--- config.mk ---
export PLATFORM = sky130hd
export DESIGN_NAME = mul_share_arbiter
export DESIGN_NICKNAME = d
export VERILOG_FILES = /design/src/rtl/mul_share_arbiter.sv
export SDC_FILE = /design/constraint.sdc
export NUM_CORES = 1
export LEC_CHECK = 0
export ABC_AREA = 1
export CORE_MARGIN = 2
export CORE_UTILIZATION = 41
export DETAILED_ROUTE_END_ITERATION = 8
export HOLD_SLACK_MARGIN = 0.03
export PLACE_DENSITY = 0.78
export SETUP_SLACK_MARGIN = 0.2
export SYNTH_ARGS = -nofsm -noshare
export SYNTH_HDL_FRONTEND = slang
export SYNTH_SLANG_ARGS = --single-unit
--- constraint.sdc ---
create_clock -name clk -period 1.23 [get_ports clk]
set_input_delay 0.123 -clock clk [delete_from_list [all_inputs] [get_ports clk]]
set_output_delay 0.123 -clock clk [all_outputs]
set_load 0.005 [all_outputs]
--- src/rtl/mul_share_arbiter.sv ---
// Round-robin sharing of one external multiplier between two requesters:
// registers the selected operands, waits MUL_LAT cycles, captures the product.
module mul_share_arbiter #(
  parameter int WIDTH   = 4,
  parameter int MUL_LAT = 1
) (
  input  logic               clk,
  input  logic               rst_n,
  input  logic               req0,
  input  logic [WIDTH-1:0]   a0,
  input  logic [WIDTH-1:0]   b0,
  input  logic               req1,
  input  logic [WIDTH-1:0]   a1,
  input  logic [WIDTH-1:0]   b1,
  output logic [WIDTH-1:0]   mul_a,
  output logic [WIDTH-1:0]   mul_b,
  input  logic [2*WIDTH-1:0] mul_p,
  output logic               sel,
  output logic               busy,
  output logic [2*WIDTH-1:0] p,
  output logic               done0,
  output logic               done1,
  output logic               state_dbg
);

  // Handshake: a requester holds reqN high until it sees a one-cycle doneN;
  // a req still high in the done cycle counts as a fresh request.
  typedef enum logic {IDLE = 1'b0, MUL = 1'b1} state_t;

  localparam logic [2:0] LAT_C = 3'(MUL_LAT);

  state_t             state_q, state_d;
  logic [2:0]         cnt_q, cnt_d;
  logic               last_q, last_d;
  logic               sel_q, sel_d;
  logic               busy_q, busy_d;
  logic [WIDTH-1:0]   mul_a_q, mul_a_d;
  logic [WIDTH-1:0]   mul_b_q, mul_b_d;
  logic [2*WIDTH-1:0] p_q, p_d;
  logic               done0_q, done0_d;
  logic               done1_q, done1_d;
  logic               grant;

  // On a tie the requester that was not served last wins.
  assign grant = (req0 && req1) ? ~last_q : req1;

  always_comb begin
    state_d = state_q;
    cnt_d   = cnt_q;
    last_d  = last_q;
    sel_d   = sel_q;
    busy_d  = busy_q;
    mul_a_d = mul_a_q;
    mul_b_d = mul_b_q;
    p_d     = p_q;
    done0_d = 1'b0;
    done1_d = 1'b0;
    case (state_q)
      IDLE: begin
        if (req0 || req1) begin
          sel_d   = grant;
          mul_a_d = grant ? a1 : a0;
          mul_b_d = grant ? b1 : b0;
          busy_d  = 1'b1;
          cnt_d   = 3'd0;
          last_d  = grant;
          state_d = MUL;
        end
      end
      default: begin
        if (cnt_q == LAT_C) begin
          p_d     = mul_p;
          done0_d = ~sel_q;
          done1_d = sel_q;
          busy_d  = 1'b0;
          state_d = IDLE;
        end else begin
          cnt_d = cnt_q + 3'd1;
        end
      end
    endcase
  end

  always_ff @(posedge clk or negedge rst_n) begin
    if (!rst_n) begin
      state_q <= IDLE;
      cnt_q   <= 3'd0;
      last_q  <= 1'b1;
      sel_q   <= 1'b0;
      busy_q  <= 1'b0;
      mul_a_q <= '0;
      mul_b_q <= '0;
      p_q     <= '0;
      done0_q <= 1'b0;
      done1_q <= 1'b0;
    end else begin
      state_q <= state_d;
      cnt_q   <= cnt_d;
      last_q  <= last_d;
      sel_q   <= sel_d;
      busy_q  <= busy_d;
      mul_a_q <= mul_a_d;
      mul_b_q <= mul_b_d;
      p_q     <= p_d;
      done0_q <= done0_d;
      done1_q <= done1_d;
    end
  end

  assign mul_a     = mul_a_q;
  assign mul_b     = mul_b_q;
  assign sel       = sel_q;
  assign busy      = busy_q;
  assign p         = p_q;
  assign done0     = done0_q;
  assign done1     = done1_q;
  assign state_dbg = (state_q == MUL);

endmodule
-- Yosys cells after proc, flatten, opt, wreduce, memory -nomap -nowiden
Cells that the tools add are included.
- flip-flop bits (word level): 25
- latch bits: 0
- memory bits (writable): 0
- bits in read-only memories: 0
- output and inout bits: 21
- word-level logic and storage cells: 40
- memories kept: 0
- $add $sub $neg: 1
- multiply operators: 0
- div/mod/pow operators: 0
- $lt $le $gt $ge: 0
- eq/ne operators: 3
- shift-type cells: 0
- multiplexer cells: 16
- bitwise operators: 3
- reductions and logical operators: 7
- operator list (operator ; count):
    1-bit 2-to-1 mux ; 11
    3-bit 2-to-1 mux ; 3
    4-bit 2-to-1 mux ; 2
    2-bit AND reduction ; 4
    3-bit by 1-bit adder with 3-bit output (second input constant) ; 1
    3-bit by 1-bit == test with 1-bit output (second input constant) ; 1
    1-bit NOT ; 3
    2-bit by 1-bit inequality test with 1-bit output (second input constant) ; 1
    2-bit inequality test (second input constant) ; 1
    2-bit nonzero test ; 1
    1-bit logical AND ; 1
    1-bit logical OR ; 1

-- Depth between registers and ports, before layout
- word-level depth: 3
- depth in mapped cells: 7
- mapped depth without buffers: 7

-- Worst setup path before layout
OpenSTA, ideal clock, no wires.
- kind: reg-to-reg
- from: reg cnt_q[1]
- to: reg p_q[0], in the netlist p[0]
- library setup time: 116 ps
- data arrival time: 1014 ps
- setup slack: 100 ps
- stages on the path, launching flop included: 8
- buffers on the path: 0
- clock period less this slack: 1130 ps
- path through: dfrtp_1 inv_1 ha_1 nand2_1 nor2_4 inv_2 nand2_1 nand2_1
- word-level cells in the longest chain between the ends: 2
- ends and longest elaborated chain (element ; RTL line ; source):
    start, declared ; 33 ; logic [2:0] cnt_q, cnt_d;
    start signal, assigned ; 98 ; cnt_q <= cnt_d;
    3-bit by 1-bit == test with 1-bit output ; 71 ; if (cnt_q == LAT_C) begin
    2-bit AND reduction (no line) ; -- ;
    end signal, assigned ; 104 ; p_q <= p_d;
    end, declared ; 39 ; logic [2*WIDTH-1:0] p_q, p_d;
No other way between the ends.
A chain may end at the register's enable or synchronous reset.

-- Final worst setup path
- from: reg cnt_q[1]
- to: reg cnt_q[0]
- word-level cells in the longest chain between the ends: 3
- ends and longest elaborated chain (element ; RTL line):
    3-bit by 1-bit == test with 1-bit output ; 71
    2-bit inequality test (no line) ; --
    2-bit AND reduction (no line) ; --
No other way between the ends.

==> flow_summary.json <==
{
  "cap_viol_max_count": 0,
  "slew_violations": 0,
  "ys_seq_area_share_pct": 54.4,
  "fin_cells": 243,
  "worst_slew_pin_slew_ns": 0.234,
  "viasPerCell": 4.60,
  "fillers": 206,
  "drive_gt1_share_pct": 37.3,
  "clk_path_buf_depth": 2,
  "io_buffers": 48,
  "start_util_pct": 42.5,
  "syn_to_final_growth_pct": 67.0,
  "rsz0062_at_grt": "true",
  "setup_tns_ns": 0,
  "cts_buffers": 3,
  "grt_start_max_net_pins": 26,
  "antenna_found_initial": 0,
  "die_x_um": 57.0,
  "peakVddDrop_mv": 1.45,
  "ys_ff_latch": 25,
  "path_cells": "inv_1, ha_2, nand2_4, buf_4, nand2_4, inv_2, nand2_1, nand2_1",
  "cts_tree": "yes",
  "synth_top_family_by_area": "simple AND/OR/NAND/NOR gates",
  "clock.fmax_mhz": 819,
  "grt_pass1_wl_um": 4840,
  "r2r_end": "cnt_q[0]$_DFFE_PN0P_",
  "grt-ovfl-total": 0,
  "r2r_cells": 8,
  "syn_nets": 174,
  "critical_path_required_ns": 1.45,
  "relSlewSlack_pct": 84.3,
  "drt_pass1_iterations": 4,
  "dr.first_iter.drc_count": 19,
  "synth_cell_type_count": 15,
  "critPathMaxFanout": 5,
  "vias": 1118,
  "num_antenna_cells": 0,
  "drtAntennaViolNets": 0,
  "setup_viol": 0,
  "die_h_um": 57.0,
  "die_area_um2": 3250,
  "min_period_over_period_pct": 99.2,
  "switching_share_pct": 39.5,
  "synthAdderAreaFrac_pct": 2.17,
  "power.total_mw": 3.96,
  "clk_pin_slew_worst_paths_ns": 0.15,
  "cp_slowest_cell": "dfrtp_1",
  "clkLatencyLatePin_ns": 0.33,
  "synth_simple_gate_area_share_pct": 32.4,
  "skew_ns": 0.0163,
  "status": "completed",
  "synth_warnings": 0,
  "placedCellCount": 227,
  "r2r-start": "cnt_q[1]$_DFFE_PN0P_",
  "clock_tree.root_cell": "clkbuf_4",
  "syn_area_per_cell_um2": 8.00,
  "switching_power_mw": 1.56,
  "critPathLaunch": "cnt_q[1]$_DFFE_PN0P_",
  "min_path_type": "in2async",
  "critPathLaunchType": "flip-flop",
  "rows": 19,
  "synth-compound-area-share_pct": 1.19,
  "timing.hold.ws_ns": 0.133,
  "critPathArrivalTime_ns": 1.44,
  "internal_power_mw": 2.39,
  "wl_per_cell_um": 12.6,
  "routed_wl_um": 3070,
  "cts_sinks": 25,
  "leakage_nw": 1.05,
  "grt_pass1_vias": 1072,
  "coreArea_um2": 2710,
  "finalCriticalPeriod_ns": 1.22,
  "max_stage_delay_ns": 0.43,
  "grt_usage_pct": 18.9,
  "postSynthCellCount": 144,
  "drc": 0,
  "dpl.hpwl_um": 2060,
  "utilization_pct": 71.0,
  "place_congestion": 0.757,
  "synth_mux_area_share_pct": 0,
  "end_kind": "flip-flop",
  "pwr-share-clk_pct": 9.7,
  "nets": 243,
  "p_comb_share_pct": 54.0,
  "worstSetupEndpoint": "cnt_q[0]$_DFFE_PN0P_",
  "synth_xor_area_share_pct": 0.760,
  "htreeDepth": 1,
  "regToRegSetupSlack_ns": 0.009,
  "ios": 49,
  "p_per_area_nw_per_um2": 2060,
  "syn_area_um2": 1150,
  "path_class": "reg2reg",
  "hold_viol_final": 0,
  "power.share.sequential_pct": 36.3
}
[synthesized netlist by cell type (all sizes together)]
library cell | count | share of area [%]
o21ai | 2 | 1.2
dfstp | 1 | 2.3
nand3 | 20 | 8.7
buf | 2 | 1.3
xor2 | 1 | 0.76
inv | 24 | 7.8
dfrtp | 24 | 52
ha | 2 | 2.2
nor2 | 7 | 3.4
nand2 | 61 | 20
[registers in the layout, indices dropped and copies added (netlist names)]
signal	count
p	8
mul_a	4
sel	1
last_q	1
state_dbg	1
cnt_q	3
busy	1
mul_b	4
done1	1
done0	1
[placed cells by master (no fill, tap or decap), types with 4 or more instances in the layout]
cell              n
buf_2            20
nand3_1           7
nor2_1            4
nand2_4          10
buf_4            13
nand3_2          13
dfrtp_1          24
inv_1            21
clkdlybuf4s50_1  27
nand2_1          47
[through the flow]
stage,worst slack (ns),area (um2)
2_1_floorplan,0.121,1160
3_3_place_gp,0.00856,1730
3_5_place_dp,-0.0521,1730
4_1_cts,0.0426,1790
5_1_grt,-0.0599,1920
6_report,0.00942,1920
[power groups by stage]
stage                     combinational [mW]  sequential (mW)  clock (mW)
after floorplan                        0.806             1.49           0
after global placement                  1.82             1.47           0
after detailed placement                1.88             1.48           0
after CTS                               1.95             1.42       0.397
after global routing                    2.38             1.47       0.417
final                                   2.14             1.44       0.383
[per-layer routing]
layer / vias to the layer above / wire length (um) / GRT usage, %
li1: 567 / - / -
met1: 527 / 1190 / 23.8
met2: 20 / 1740 / 35.0
met3: 4 / 98 / 2.27
met4: 0 / 38 / 3.99
met5: - / 0 / 0
[worst min-delay path by stage]
stage	start	endpoint	slack [ns]	cells past startpoint
global placement	sel$_DFFE_PN0P_	done0$_DFF_PN0_	0.45	1
detailed placement	sel$_DFFE_PN0P_	done0$_DFF_PN0_	0.46	1
CTS	rst_n	cnt_q[1]$_DFFE_PN0P_	0.13	2
global route	rst_n	cnt_q[1]$_DFFE_PN0P_	0.13	2
floorplan	rst_n	busy$_DFFE_PN0P_	-0.17	0
finish	rst_n	cnt_q[2]$_DFFE_PN0P_	0.13	2
[cell type report]
type	instances	area, um2	area share, %
Clock inverter	1	7.51	0.390
Tap cell	31	38.8	2.02
Sequential cell	25	627	32.6
Timing Repair Buffer	66	547	28.4
Multi-Input combinational cell	93	587	30.5
Inverter	24	95.1	4.94
Clock buffer	3	22.5	1.17
[timing repair]
item / 4_1_cts / 5_1_grt
buffers inserted: 11 / 1
pin swaps: 5 / 16
setup endpoints to repair: 43 / 27
gates resized for setup: 93 / 32
hold buffers: 0 / 0
[critical path, delay by kind of cell (launching register included)]
family / cells / cell delay, ns
flip-flops: 1 / 0.43
adder cells (fa/ha/maj): 1 / 0.19
buffers and inverters: 3 / 0.26
AND/OR/NAND/NOR: 4 / 0.24
[logic make-up (layout without fill, tap and decap cells)]
kind of cell / after synthesis / count (layout)
AOI/OAI and AO/OA: 2 / 2
and+or+nand+nor: 88 / 88
buffers and inverters: 26 / 94
adders and majority gates: 2 / 2
xor gates and xnor gates: 1 / 1
DFF: 25 / 25
Note: power is estimated with default switching activity, not from simulation.
==> edit 1, RTL diff (same flow settings) <==
Change the parameter `WIDTH` from 4 to 3.
--- a/src/rtl/mul_share_arbiter.sv
+++ b/src/rtl/mul_share_arbiter.sv
@@ -2,5 +2,5 @@
 // registers the selected operands, waits MUL_LAT cycles, captures the product.
 module mul_share_arbiter #(
-  parameter int WIDTH   = 4,
+  parameter int WIDTH   = 3,
   parameter int MUL_LAT = 1
 ) (
Interface: changed (8 resized); port bits go from 49 to 39. The function was not compared with the original's and may differ.
==> edit 1 against the original RTL <==
Design area fell by 12%; wire length down 5.2%; worst setup slack improved by 0.093 ns; sequential cell count down 4; synthesized area is 14% lower; total power fell by 7.8%; critical path depth is 1 lower; clock power fell by 13%; critical endpoint is now p[0]; highest routed layer unchanged.
==> edit 1: results <==
export IMPL_nFlopsAndLatches=21
export IMPL_bufAreaShareNonClock_pct=27.5
export IMPL_outcome="finished, final reports clean"
export IMPL_non_clock_buffer_count=56
export IMPL_grt_util_met1_pct=22.2
export IMPL_gp_congestion=0.763
export IMPL_clkLatencyLatePin_ns=0.30
export IMPL_seq_area_frac_synth_pct=53.2
export IMPL_synth_cell_type_count=17
export IMPL_synth_fa_ha_area_share_pct=2.53
export IMPL_synth_compound_area_share_pct=1.39
export IMPL_syn_num_nets=144
export IMPL_ys_top_cells_by_count="nand2_1, dfrtp_1, inv_1"
export IMPL_worstPathRequired_ns=1.47
export IMPL_grt_pass1_vias=1004
export IMPL_dpl_hpwl_um=1810
export IMPL_viasPerCell=4.85
export IMPL_drt_iter0_markers=13
export IMPL_intPower_uw=2160
export IMPL_clkCellAreaFrac_pct=1.56
export IMPL_post_cts_setup_buffers=10
export IMPL_fin_nets=203
export IMPL_met3WireLength_um=160
export IMPL_grt_first_pass_wirelength_um=4210
export IMPL_skew_ns=0.00876
export IMPL_wl_met1_um=1190
export IMPL_numPortBuffers=38
export IMPL_inv_count=20
export IMPL_clockBufferCount=4
export IMPL_seq_power_share_pct=34.1
export IMPL_met2_length_um=1540
export IMPL_use_met3_pct=4.52
export IMPL_regArea_um2=529
export IMPL_vias=999
export IMPL_met2_usage_pct=39.2
export IMPL_reg2reg_setup_slack_ns=0.10
export IMPL_drive_gt1_share_pct=46.1
==> edit 1: cell count changes after synthesis, sizes merged <==
cell | before | now
inv | 24 | 20
dfrtp | 24 | 20
nand2 | 61 | 49
nand3 | 20 | 16
==> edit 1: worst paths after layout <==
check	from	to
min in group clk	req1	last_q
hold / removal	rst_n	mul_b[1]
hold reg to reg	p[4]	p[4]
max in group asynchronous	rst_n	last_q
setup reg to reg	cnt_q[1]	p[0]
setup / recovery	cnt_q[1]	p[0]
==> edit 1: per-stage QoR <==
stage | setup WS, ns | TNS, ns | instance area, um2 | util (%) | total power, uW
2_1_floorplan | 0.169 | 0 | 995 | - | 2010
3_3_place_gp | -0.00961 | -0.0117 | 1430 | 63.4 | 2770
3_5_place_dp | -0.0202 | -0.0497 | 1430 | 63.4 | 2850
4_1_cts | 0.0536 | 0 | 1630 | 72.4 | 3450
5_1_grt | 0.0476 | 0 | 1690 | 74.8 | 3910
6_report | 0.102 | 0 | 1690 | 74.8 | 3650
==> edit 2, RTL diff (same settings) <==
Without the edit above. Make the reset (`rst_n`) synchronous in one clocked block.
--- a/src/rtl/mul_share_arbiter.sv
+++ b/src/rtl/mul_share_arbiter.sv
@@ -82,5 +82,5 @@
   end
 
-  always_ff @(posedge clk or negedge rst_n) begin
+  always_ff @(posedge clk) begin
     if (!rst_n) begin
       state_q <= IDLE;
Behaviour: differs if rst_n is asserted again (counterexample within 4 cycles, from zero or initial values and one cycle with rst_n low); with rst_n held inactive, the same outputs for 10 cycles.
==> edit 2 against the original RTL <==
Synthesized area fell by 7.3%; first-iteration DRC count down 42%; design area decreased by 4.2%; worst setup slack better by 0.064 ns; synthesized cell count grew 6.9%; critical endpoint is now p[0]; critical path depth unchanged; highest routed layer unchanged; global-route usage grew 3.4 points; sequential cell count did not move; wire length grew 7.3%; utilization is 3.4 points higher.
Power is not compared: it rests on default switching activity, and its combinational part moved more than twofold at a synthesized area within 25%.
==> edit 2: results <==
export IMPL_dpl_hpwl_um=2110
export IMPL_worst_hold_path_type="primary input to flop"
export IMPL_fin_nets=249
export IMPL_use_met3_pct=5.11
export IMPL_vias=1205
export IMPL_cpMaxStageDelayCell="dfxtp_2"
export IMPL_met2_usage_pct=41.3
export IMPL_seq_area_frac_synth_pct=46.8
export IMPL_async_flop_share_pct=0
export IMPL_wl_per_cell_um=13.3
export IMPL_met2_length_um=1830
export IMPL_cp_top_family="simple AND/OR/NAND/NOR gates"
export IMPL_reg2reg_depth=8
export IMPL_gp_congestion=0.810
export IMPL_ys_top_cells_by_count="nand2_1, nor2_1, dfxtp_1"
export IMPL_hold_worst_slack_ns=0.244
export IMPL_grt_first_pass_wirelength_um=4800
export IMPL_drive_gt1_share_pct=46.8
export IMPL_skew_ns=0.00173
export IMPL_grt_util_met1_pct=23.5
export IMPL_min_period_over_period_pct=94.1
export IMPL_synth_compound_area_share_pct=7.03
export IMPL_dpl_cell_count=234
export IMPL_crit_end="p[0]"
export IMPL_met3WireLength_um=183
export IMPL_drt_iter0_markers=11
export IMPL_max_slew_margin_rel_pct=85.6
export IMPL_pre_cts_slack_ns=-0.163
export IMPL_diodes=0
export IMPL_syn_num_nets=184
export IMPL_grt_use_total_pct=22.3
export IMPL_busiest_layer="met2"
export IMPL_reg2reg_setup_slack_ns=0.07
export IMPL_synth_fa_ha_area_share_pct=2.34
export IMPL_outcome="finished, final reports clean"
export IMPL_r2r_start="cnt_q[1]"
export IMPL_yosys_area_top_type="dfxtp_1"
export IMPL_yosys_top_cells_area="dfxtp_1, nand2_1, nor2_1"
export IMPL_wl_met1_um=1240
export IMPL_synth_xor_area_share_pct=0.820
export IMPL_synthCells=154
export IMPL_cts_reportedPaths_clkPinSlew_ns=0.13
export IMPL_grt_max_degree=19
export IMPL_postPlaceCellArea_mm2=0.00164
export IMPL_max_stage_delay_ns=0.35
export IMPL_viasPerCell=4.86
## edit 2: cell count changes in the layout (fill, tap and decap cells not counted), sizes merged, moves of 6 or more
cell    change
nor2       +26
dfxtp      +25
dfrtp      -24
buf        -23
clkbuf     +18
nand2      -18
nand3       -9
o21ai       +7
a21oi       +6
## edit 2: timing repair
action / in CTS / in global routing
gates cloned: 1 / 0
endpoints found under the setup margin: 45 / 42
hold endpoints to repair: 0 / 0
pin swaps: 10 / 8
buffers inserted: 7 / 2
gates resized for setup: 71 / 61
## edit 2: power by group
part / internal, uW / switching (uW)
Combinational: 284 / 274
Clock: 122 / 248
Sequential: 881 / 37.8
## edit 2: cell type report
cell class | count | area [um2]
Clock buffer | 3 | 22.5
Clock inverter | 1 | 5.00
Fill cell | 191 | 634
Inverter | 20 | 75.1
Multi-Input combinational cell | 106 | 629
Sequential cell | 25 | 533
Tap cell | 30 | 37.5
Timing Repair Buffer | 63 | 541
